File: src/rtl/demo_pkg.sv
// rtl/demo_pkg.sv - shared types and constants for the scene sequencer
package demo_pkg;

  typedef enum logic {
    SHOW  = 1'b0,
    BLANK = 1'b1
  } scene_state_t;

  localparam int SCENE_W  = 8;
  localparam int SCROLL_W = 10;
  localparam int COLOR_W  = 6;

  // {R,G,B} 2:2:2 entries, stepped once per full pass through the scenes
  localparam logic [COLOR_W-1:0] PALETTE [4] = '{
    6'b110000, 6'b001100, 6'b000011, 6'b111111
  };

endpackage

File: src/rtl/scene_sequencer_if.sv
// rtl/scene_sequencer_if.sv - timing-in / pixel-stage-out signal bundle
interface scene_sequencer_if;

  logic                          vsync;
  logic                          pause;
  logic                          skip;
  logic [demo_pkg::SCENE_W-1:0]  background_state;
  logic [demo_pkg::COLOR_W-1:0]  solid_color;
  logic [demo_pkg::SCROLL_W-1:0] moving_counter;
  logic                          blank;
  logic                          frame_tick;

  modport master (
    input  vsync, pause, skip,
    output background_state, solid_color, moving_counter, blank, frame_tick
  );

  modport slave (
    output vsync, pause, skip,
    input  background_state, solid_color, moving_counter, blank, frame_tick
  );

endinterface

File: src/rtl/edge_detect.sv
// rtl/edge_detect.sv - registered input plus registered rising-edge pulse
module edge_detect (
  input  logic clk,
  input  logic rst,
  input  logic din,
  output logic pulse
);

  logic din_q;
  logic armed;

  // armed keeps a level already high at reset release from looking like an edge
  always_ff @(posedge clk) begin
    if (rst) begin
      din_q <= 1'b0;
      armed <= 1'b0;
      pulse <= 1'b0;
    end else begin
      din_q <= din;
      armed <= 1'b1;
      pulse <= armed & din & ~din_q;
    end
  end

endmodule

File: src/rtl/scene_sequencer.sv
// rtl/scene_sequencer.sv - frame-rate scene stepper with inter-scene blanking
module scene_sequencer
  import demo_pkg::*;
#(
  parameter int FRAMES_PER_SCENE = 120,
  parameter int BLANK_FRAMES     = 8,
  parameter int NUM_SCENES       = 12
) (
  input logic            clk,
  input logic            rst,
  scene_sequencer_if.master bus
);

  localparam int MAX_DWELL = (FRAMES_PER_SCENE > BLANK_FRAMES) ? FRAMES_PER_SCENE : BLANK_FRAMES;
  localparam int DW        = (MAX_DWELL > 1) ? $clog2(MAX_DWELL) : 1;

  localparam logic [DW-1:0]      SHOW_LAST  = DW'(FRAMES_PER_SCENE - 1);
  localparam logic [DW-1:0]      BLANK_LAST = DW'(BLANK_FRAMES - 1);
  localparam logic [SCENE_W-1:0] SCENE_LAST = SCENE_W'(NUM_SCENES - 1);

  scene_state_t          state_q, state_d;
  logic [DW-1:0]         dwell_q, dwell_d;
  logic [SCENE_W-1:0]    scene_q, scene_d;
  logic [1:0]            pal_q, pal_d;
  logic [SCROLL_W-1:0]   mc_q, mc_d;
  logic                  advance;
  logic                  tick;
  logic                  skip_edge;

  edge_detect u_vsync_edge (.clk(clk), .rst(rst), .din(bus.vsync), .pulse(tick));
  edge_detect u_skip_edge  (.clk(clk), .rst(rst), .din(bus.skip),  .pulse(skip_edge));

  always_ff @(posedge clk) begin
    if (rst) begin
      state_q <= SHOW;
      dwell_q <= '0;
      scene_q <= '0;
      pal_q   <= '0;
      mc_q    <= '0;
    end else begin
      state_q <= state_d;
      dwell_q <= dwell_d;
      scene_q <= scene_d;
      pal_q   <= pal_d;
      mc_q    <= mc_d;
    end
  end

  always_comb begin
    state_d = state_q;
    dwell_d = dwell_q;
    scene_d = scene_q;
    pal_d   = pal_q;
    mc_d    = mc_q;
    advance = 1'b0;

    case (state_q)
      SHOW: begin
        // skip takes precedence over pause and absorbs a coincident final tick
        if (skip_edge) begin
          advance = 1'b1;
        end else if (tick && !bus.pause) begin
          if (dwell_q == SHOW_LAST) begin
            advance = 1'b1;
          end else begin
            dwell_d = dwell_q + 1'b1;
            mc_d    = mc_q + 1'b1;
          end
        end
      end
      BLANK: begin
        if (tick) begin
          if (dwell_q == BLANK_LAST) begin
            state_d = SHOW;
            dwell_d = '0;
          end else begin
            dwell_d = dwell_q + 1'b1;
          end
        end
      end
      default: state_d = SHOW;
    endcase

    // scene steps on blank entry so the new mode is settled before blank falls
    if (advance) begin
      state_d = BLANK;
      dwell_d = '0;
      mc_d    = '0;
      if (scene_q == SCENE_LAST) begin
        scene_d = '0;
        pal_d   = pal_q + 1'b1;
      end else begin
        scene_d = scene_q + 1'b1;
      end
    end
  end

  assign bus.background_state = scene_q;
  assign bus.solid_color      = PALETTE[pal_q];
  assign bus.moving_counter   = mc_q;
  assign bus.blank            = (state_q == BLANK);
  assign bus.frame_tick       = tick;

endmodule

File: src/flat_wrapper.sv
// flat-port wrapper written by rule: the top's interface ports become plain ports
module scene_sequencer_flat import demo_pkg::*;
#(
  parameter int FRAMES_PER_SCENE = 120,
  parameter int BLANK_FRAMES     = 8,
  parameter int NUM_SCENES       = 12
)
  (clk, rst, bus_vsync, bus_pause, bus_skip, bus_background_state, bus_solid_color, bus_moving_counter, bus_blank, bus_frame_tick);
  scene_sequencer_if bus_i ();
  input logic clk;
  input logic rst;
  input wire logic [$bits(bus_i.vsync)-1:0] bus_vsync;
  input wire logic [$bits(bus_i.pause)-1:0] bus_pause;
  input wire logic [$bits(bus_i.skip)-1:0] bus_skip;
  output wire logic [$bits(bus_i.background_state)-1:0] bus_background_state;
  output wire logic [$bits(bus_i.solid_color)-1:0] bus_solid_color;
  output wire logic [$bits(bus_i.moving_counter)-1:0] bus_moving_counter;
  output wire logic [$bits(bus_i.blank)-1:0] bus_blank;
  output wire logic [$bits(bus_i.frame_tick)-1:0] bus_frame_tick;
  assign bus_i.vsync = bus_vsync;
  assign bus_i.pause = bus_pause;
  assign bus_i.skip = bus_skip;
  assign bus_background_state = bus_i.background_state;
  assign bus_solid_color = bus_i.solid_color;
  assign bus_moving_counter = bus_i.moving_counter;
  assign bus_blank = bus_i.blank;
  assign bus_frame_tick = bus_i.frame_tick;
  scene_sequencer #(.FRAMES_PER_SCENE(FRAMES_PER_SCENE), .BLANK_FRAMES(BLANK_FRAMES), .NUM_SCENES(NUM_SCENES)) u_core (.clk(clk), .rst(rst), .bus(bus_i));
endmodule
File: config.mk
export PLATFORM = sky130hd
export DESIGN_NAME = scene_sequencer_flat
export DESIGN_NICKNAME = d
export VERILOG_FILES = /design/src/rtl/demo_pkg.sv /design/src/rtl/scene_sequencer_if.sv /design/src/rtl/edge_detect.sv /design/src/rtl/scene_sequencer.sv /design/src/flat_wrapper.sv
export SDC_FILE = /design/constraint.sdc
export NUM_CORES = 1
export LEC_CHECK = 0
export ABC_AREA = 1
export CORE_MARGIN = 5
export CORE_UTILIZATION = 30
export DETAILED_ROUTE_END_ITERATION = 10
export GPL_ROUTABILITY_DRIVEN = 0
export HOLD_SLACK_MARGIN = 0.12
export PLACE_DENSITY = 0.5
export SETUP_SLACK_MARGIN = 0.15
export SYNTH_ARGS = -nofsm -noshare
export SYNTH_HDL_FRONTEND = slang
export SYNTH_HIERARCHICAL = 1
export SYNTH_SLANG_ARGS = --single-unit
File: constraint.sdc
create_clock -name clk -period 2.2 [get_ports clk]
set_input_delay 0.44 -clock clk [delete_from_list [all_inputs] [get_ports clk]]
set_output_delay 0.44 -clock clk [all_outputs]
set_load 0.01 [all_outputs]
==> results by stage <==
Critical path:
- The critical path starts at u_core/pal_q[0].
- The arrival time at the worst endpoint is 1.46 ns.
- Across all register-to-register paths, the minimum setup slack is 0.48 ns.
- The sort of element at the start of the critical path is a flop.
- The origin of the critical flop-to-flop path is u_core/dwell_q[0].
- In this run the critical register-to-register path is captured at u_core/dwell_q[3].
- The required time at the endpoint of the critical path is 1.76 ns.
- The number of cells on the worst reg-to-reg path is 10.
- The worst setup path endpoint is bus_solid_color[5].
- The worst setup path is captured at an output pin.
- The start-to-end type of the worst setup path is reg -> out.
- Along the worst path, the maximum fanout reaches 5.

Min path:
- The tightest min-delay check is of the reg -> reg type.

Flow run:
- The max-cap check violation count is 0.

Floorplan:
- The die covers 0.00812 mm^2.
- From bottom edge to top edge, the die measures 90.1 um.
- The die width is 90.1 um.
- The initial utilization of the core area, before any placement, comes to 0.305.
- The placeable core region is 0.00631 mm^2.
- In this run the core area contains 29 standard-cell rows.
- The count of boundary I/O pins is 31.

Drt:
- In the routed design, unresolved DRC markers number 0.
- The number of antenna-violating nets in the routed design is 0.
- The via-per-instance ratio is 4.41.
- The detailed-route via count is 1662.
- The average wire per standard cell is 10.7 um.
- The final wirelength is 4030 um.
- After the first detailed-routing iteration, the DRC count stood at 75.
- The number of search-and-repair iterations in the first detailed-routing pass is 4.

Pwr:
- The switching power of the nets is 280 uW.
- Of the total power, the share spent switching nets is 0.236.
- The leakage power is 0.000919 uW.
- The portion of total power attributed to the clock network is 0.406.
- The share of total power dissipated in combinational logic is 0.061.
- Dividing total power by cell area gives a power density of 504 mW/mm^2.
- The maximum vdd ir drop is 0.000250 V.
- Internal power comes to 906 uW.
- The share of total power dissipated in sequential elements is 0.533.

Timing:
- Setup violations remaining at the end of the flow were counted as 0.
- Based on the critical path, the design can be clocked at up to 0.525 GHz.
- Dividing the final minimum period by the clock period gives 0.866.
- The count of final max-slew check failures came to 0.
- The accumulated negative setup slack is 0 ns.
- For the finished layout, the period the worst path requires is 1.90 ns.
- The maximum clock skew at final layout is 0.00183 ns.
- The worst pin sits at a relative slew slack of 0.650.
- Setup repair after global routing left no endpoint under its margin.
- On the final layout, the worst hold slack is 0.431 ns.
- For the pin with the worst max-slew slack, the measured transition is 0.523 ns.
- The count of endpoints failing hold in the final timing report is 0.

Final layout:
- The finished cells cover 0.00235 mm^2.
- The antenna diode count is 0.
- The area of all sequential standard cells is 681 um^2.
- The signed area change from the synthesized netlist to the final layout is 22.2%.
- The multi-input combinational cells in the finished layout cover a total of 0.00104 mm^2.
- The layout has 692 filler cells.
- The count of cells in the finished layout, fillers not included, comes to 377.
- At the end of the flow, the number of nets in the layout was 307.
- In the final layout, the share of cells above drive strength 1 is 0.170.

GRT:
- Entering global routing, the biggest net connects 16 pins.
- The initial antenna violation count came to 0.
- The first global-routing pass estimated 7010 um of wire.
- In the global route stage, overall resource usage came out at 0.101.
- The total overflow left after global routing is 0.
- The via count of the first global-routing pass is 1536.

Clock network:
- In this run, post-CTS hold repair placed 0 buffers.
- The maximum clock path buffer count is 2.
- The clock buffer count from CTS is 5.
- The post-CTS repair timing setup buffer count is 0.
- The post-cts gate resize count is 0.
- For this design, the sink count on the clock tree is 34.
- The clock transition at the registers of the reported paths is 0.07 ns.
- At the later pin of the worst-skew pair, clock insertion delay measures 0.28 ns.
- TritonCTS built the clock tree.
- Clock tree synthesis selected as its root buffer the cell clkbuf_8.
- The H-tree generated during clock tree synthesis spans 2 levels.

Logic synthesis:
- During synthesis, Yosys emitted a total of 6 warnings.
- In the post-synthesis netlist, the cell with the most instances is nand2_1.
- After synthesis the cells add up to 0.00193 mm^2.
- Counting flops with an async set or reset pin after synthesis yields a share of 0.
- The post-synthesis sequential area ratio is 0.353.
- By area the synthesized netlist is led by dfxtp_1, nand2_1, a21oi_2, nand3_1, nor2_1.
- The synthesized instance count is 268.
- Synthesis produced a netlist with a net count of 276.
- The prevailing post-synth register cell is dfxtp_1.
- The dominant cell type by area after synthesis is dfxtp_1.
- Counting instances in the post-synthesis netlist gives the leading cell types as nand2_1, dfxtp_1, nor2_1, inv_1, nand3_1.
- The number of different library cells used by synthesis comes to 29.
- The mean instance size in the synthesized netlist is 7.19 um^2.
- The synthesized design contains 0 enable-type register cells.
- Synthesis inferred 34 register bits.
- The area share of the largest cell type after synthesis is 0.353.

Placement:
- The detailed placer's ending HPWL is 3000 um.
- The number of placed instances, taps included is 369.
- The area after detailed placement is 0.00226 mm^2.
- In this run the tool buffered the top-level ports with 30 buffer cells.

Status:
- The flow ran to the end, and the final reports show no timing, DRC or antenna violations.
[state kept, by name (all words and copies together), names as in the netlist]
register                     count
u_core/u_skip_edge/din_q         1
u_core/u_vsync_edge/armed        1
u_core/bus.background_state      8
u_core/u_skip_edge/armed         1
u_core/bus.blank                 1
u_core/u_skip_edge/pulse         1
u_core/dwell_q                   7
u_core/pal_q                     2
u_core/u_vsync_edge/din_q        1
u_core/u_vsync_edge/pulse        1
u_core/bus.moving_counter       10
[per-layer routing]
| metal | track usage | share of wire |
|---|---|---|
| met4 | 0.0347 | 0.0099 |
| met1 | 0.131 | 0.50 |
| met2 | 0.160 | 0.45 |
| met5 | 0 | 0 |
| met3 | 0.0284 | 0.035 |
[cell usage in the layout (no fill, tap or decap), types with 2 or more instances in the layout]
master	n
nand2_2	7
nor2_1	29
nand4_1	6
xnor2_1	2
nand3_2	2
nand3b_1	2
nor3_1	2
a21oi_1	7
clkbuf_8	6
inv_2	5
a21oi_2	16
nand3_1	22
buf_4	2
dfxtp_1	34
o21ai_0	3
nand2_1	74
nor2_2	5
clkdlybuf4s50_1	30
inv_1	28
ha_1	3
xor2_1	6
[worst min-delay path by stage]
stage	from	end	slack, ns	cells after the start
detailed placement	u_core/u_skip_edge/armed	u_core/u_skip_edge/pulse	0.42	2
finish	u_core/u_skip_edge/armed	u_core/u_skip_edge/pulse	0.43	2
CTS	u_core/u_skip_edge/armed	u_core/u_skip_edge/pulse	0.43	2
global placement	u_core/u_skip_edge/armed	u_core/u_skip_edge/pulse	0.42	2
floorplan	u_core/u_skip_edge/armed	u_core/u_skip_edge/pulse	0.42	2
global route	u_core/u_skip_edge/armed	u_core/u_skip_edge/pulse	0.45	2
[critical path, stage by stage, from the launching register on]
cell             delay (ns)
dfxtp_1                0.35
xnor2_1                0.25
clkdlybuf4s50_1        0.59
[through the flow]
stage | setup WS (ns) | utilization | power [uW]
floorplan | 0.769 | - | 696
global placement | 0.321 | 0.358 | 722
detailed placement | 0.302 | 0.358 | 722
CTS | 0.264 | 0.373 | 1210
global route | 0.223 | 0.373 | 1240
finish | 0.296 | 0.373 | 1190
[power groups by stage]
stage | logic (uW) | clock network, uW | registers [uW]
2_1_floorplan | 50.0 | 0 | 646
3_3_place_gp | 75.3 | 0 | 646
3_5_place_dp | 75.1 | 0 | 646
4_1_cts | 75.4 | 503 | 632
5_1_grt | 81.4 | 522 | 633
6_report | 72.9 | 482 | 632
[area by class of cell]
class	count	share of cell area
well taps	77	0.0410
flip-flops and latches	34	0.289
repair buffers	32	0.134
multi-input cells	192	0.441
inverters	34	0.0553
clock inverters	1	0.00213
clock buffers	7	0.0367
[kinds of logic (layout without fill, tap and decap cells)]
logic type                 Yosys count  after routing  synth area share
DFF                                 34             34             0.353
buffers and inverters               42             74             0.107
AOI/OAI and AO/OA                   26             26            0.0988
adders and majority gates            3              3            0.0195
and+or+nand+nor                    155            155             0.385
xor gates and xnor gates             8              8            0.0364
Power figures use the tool's default switching activity.
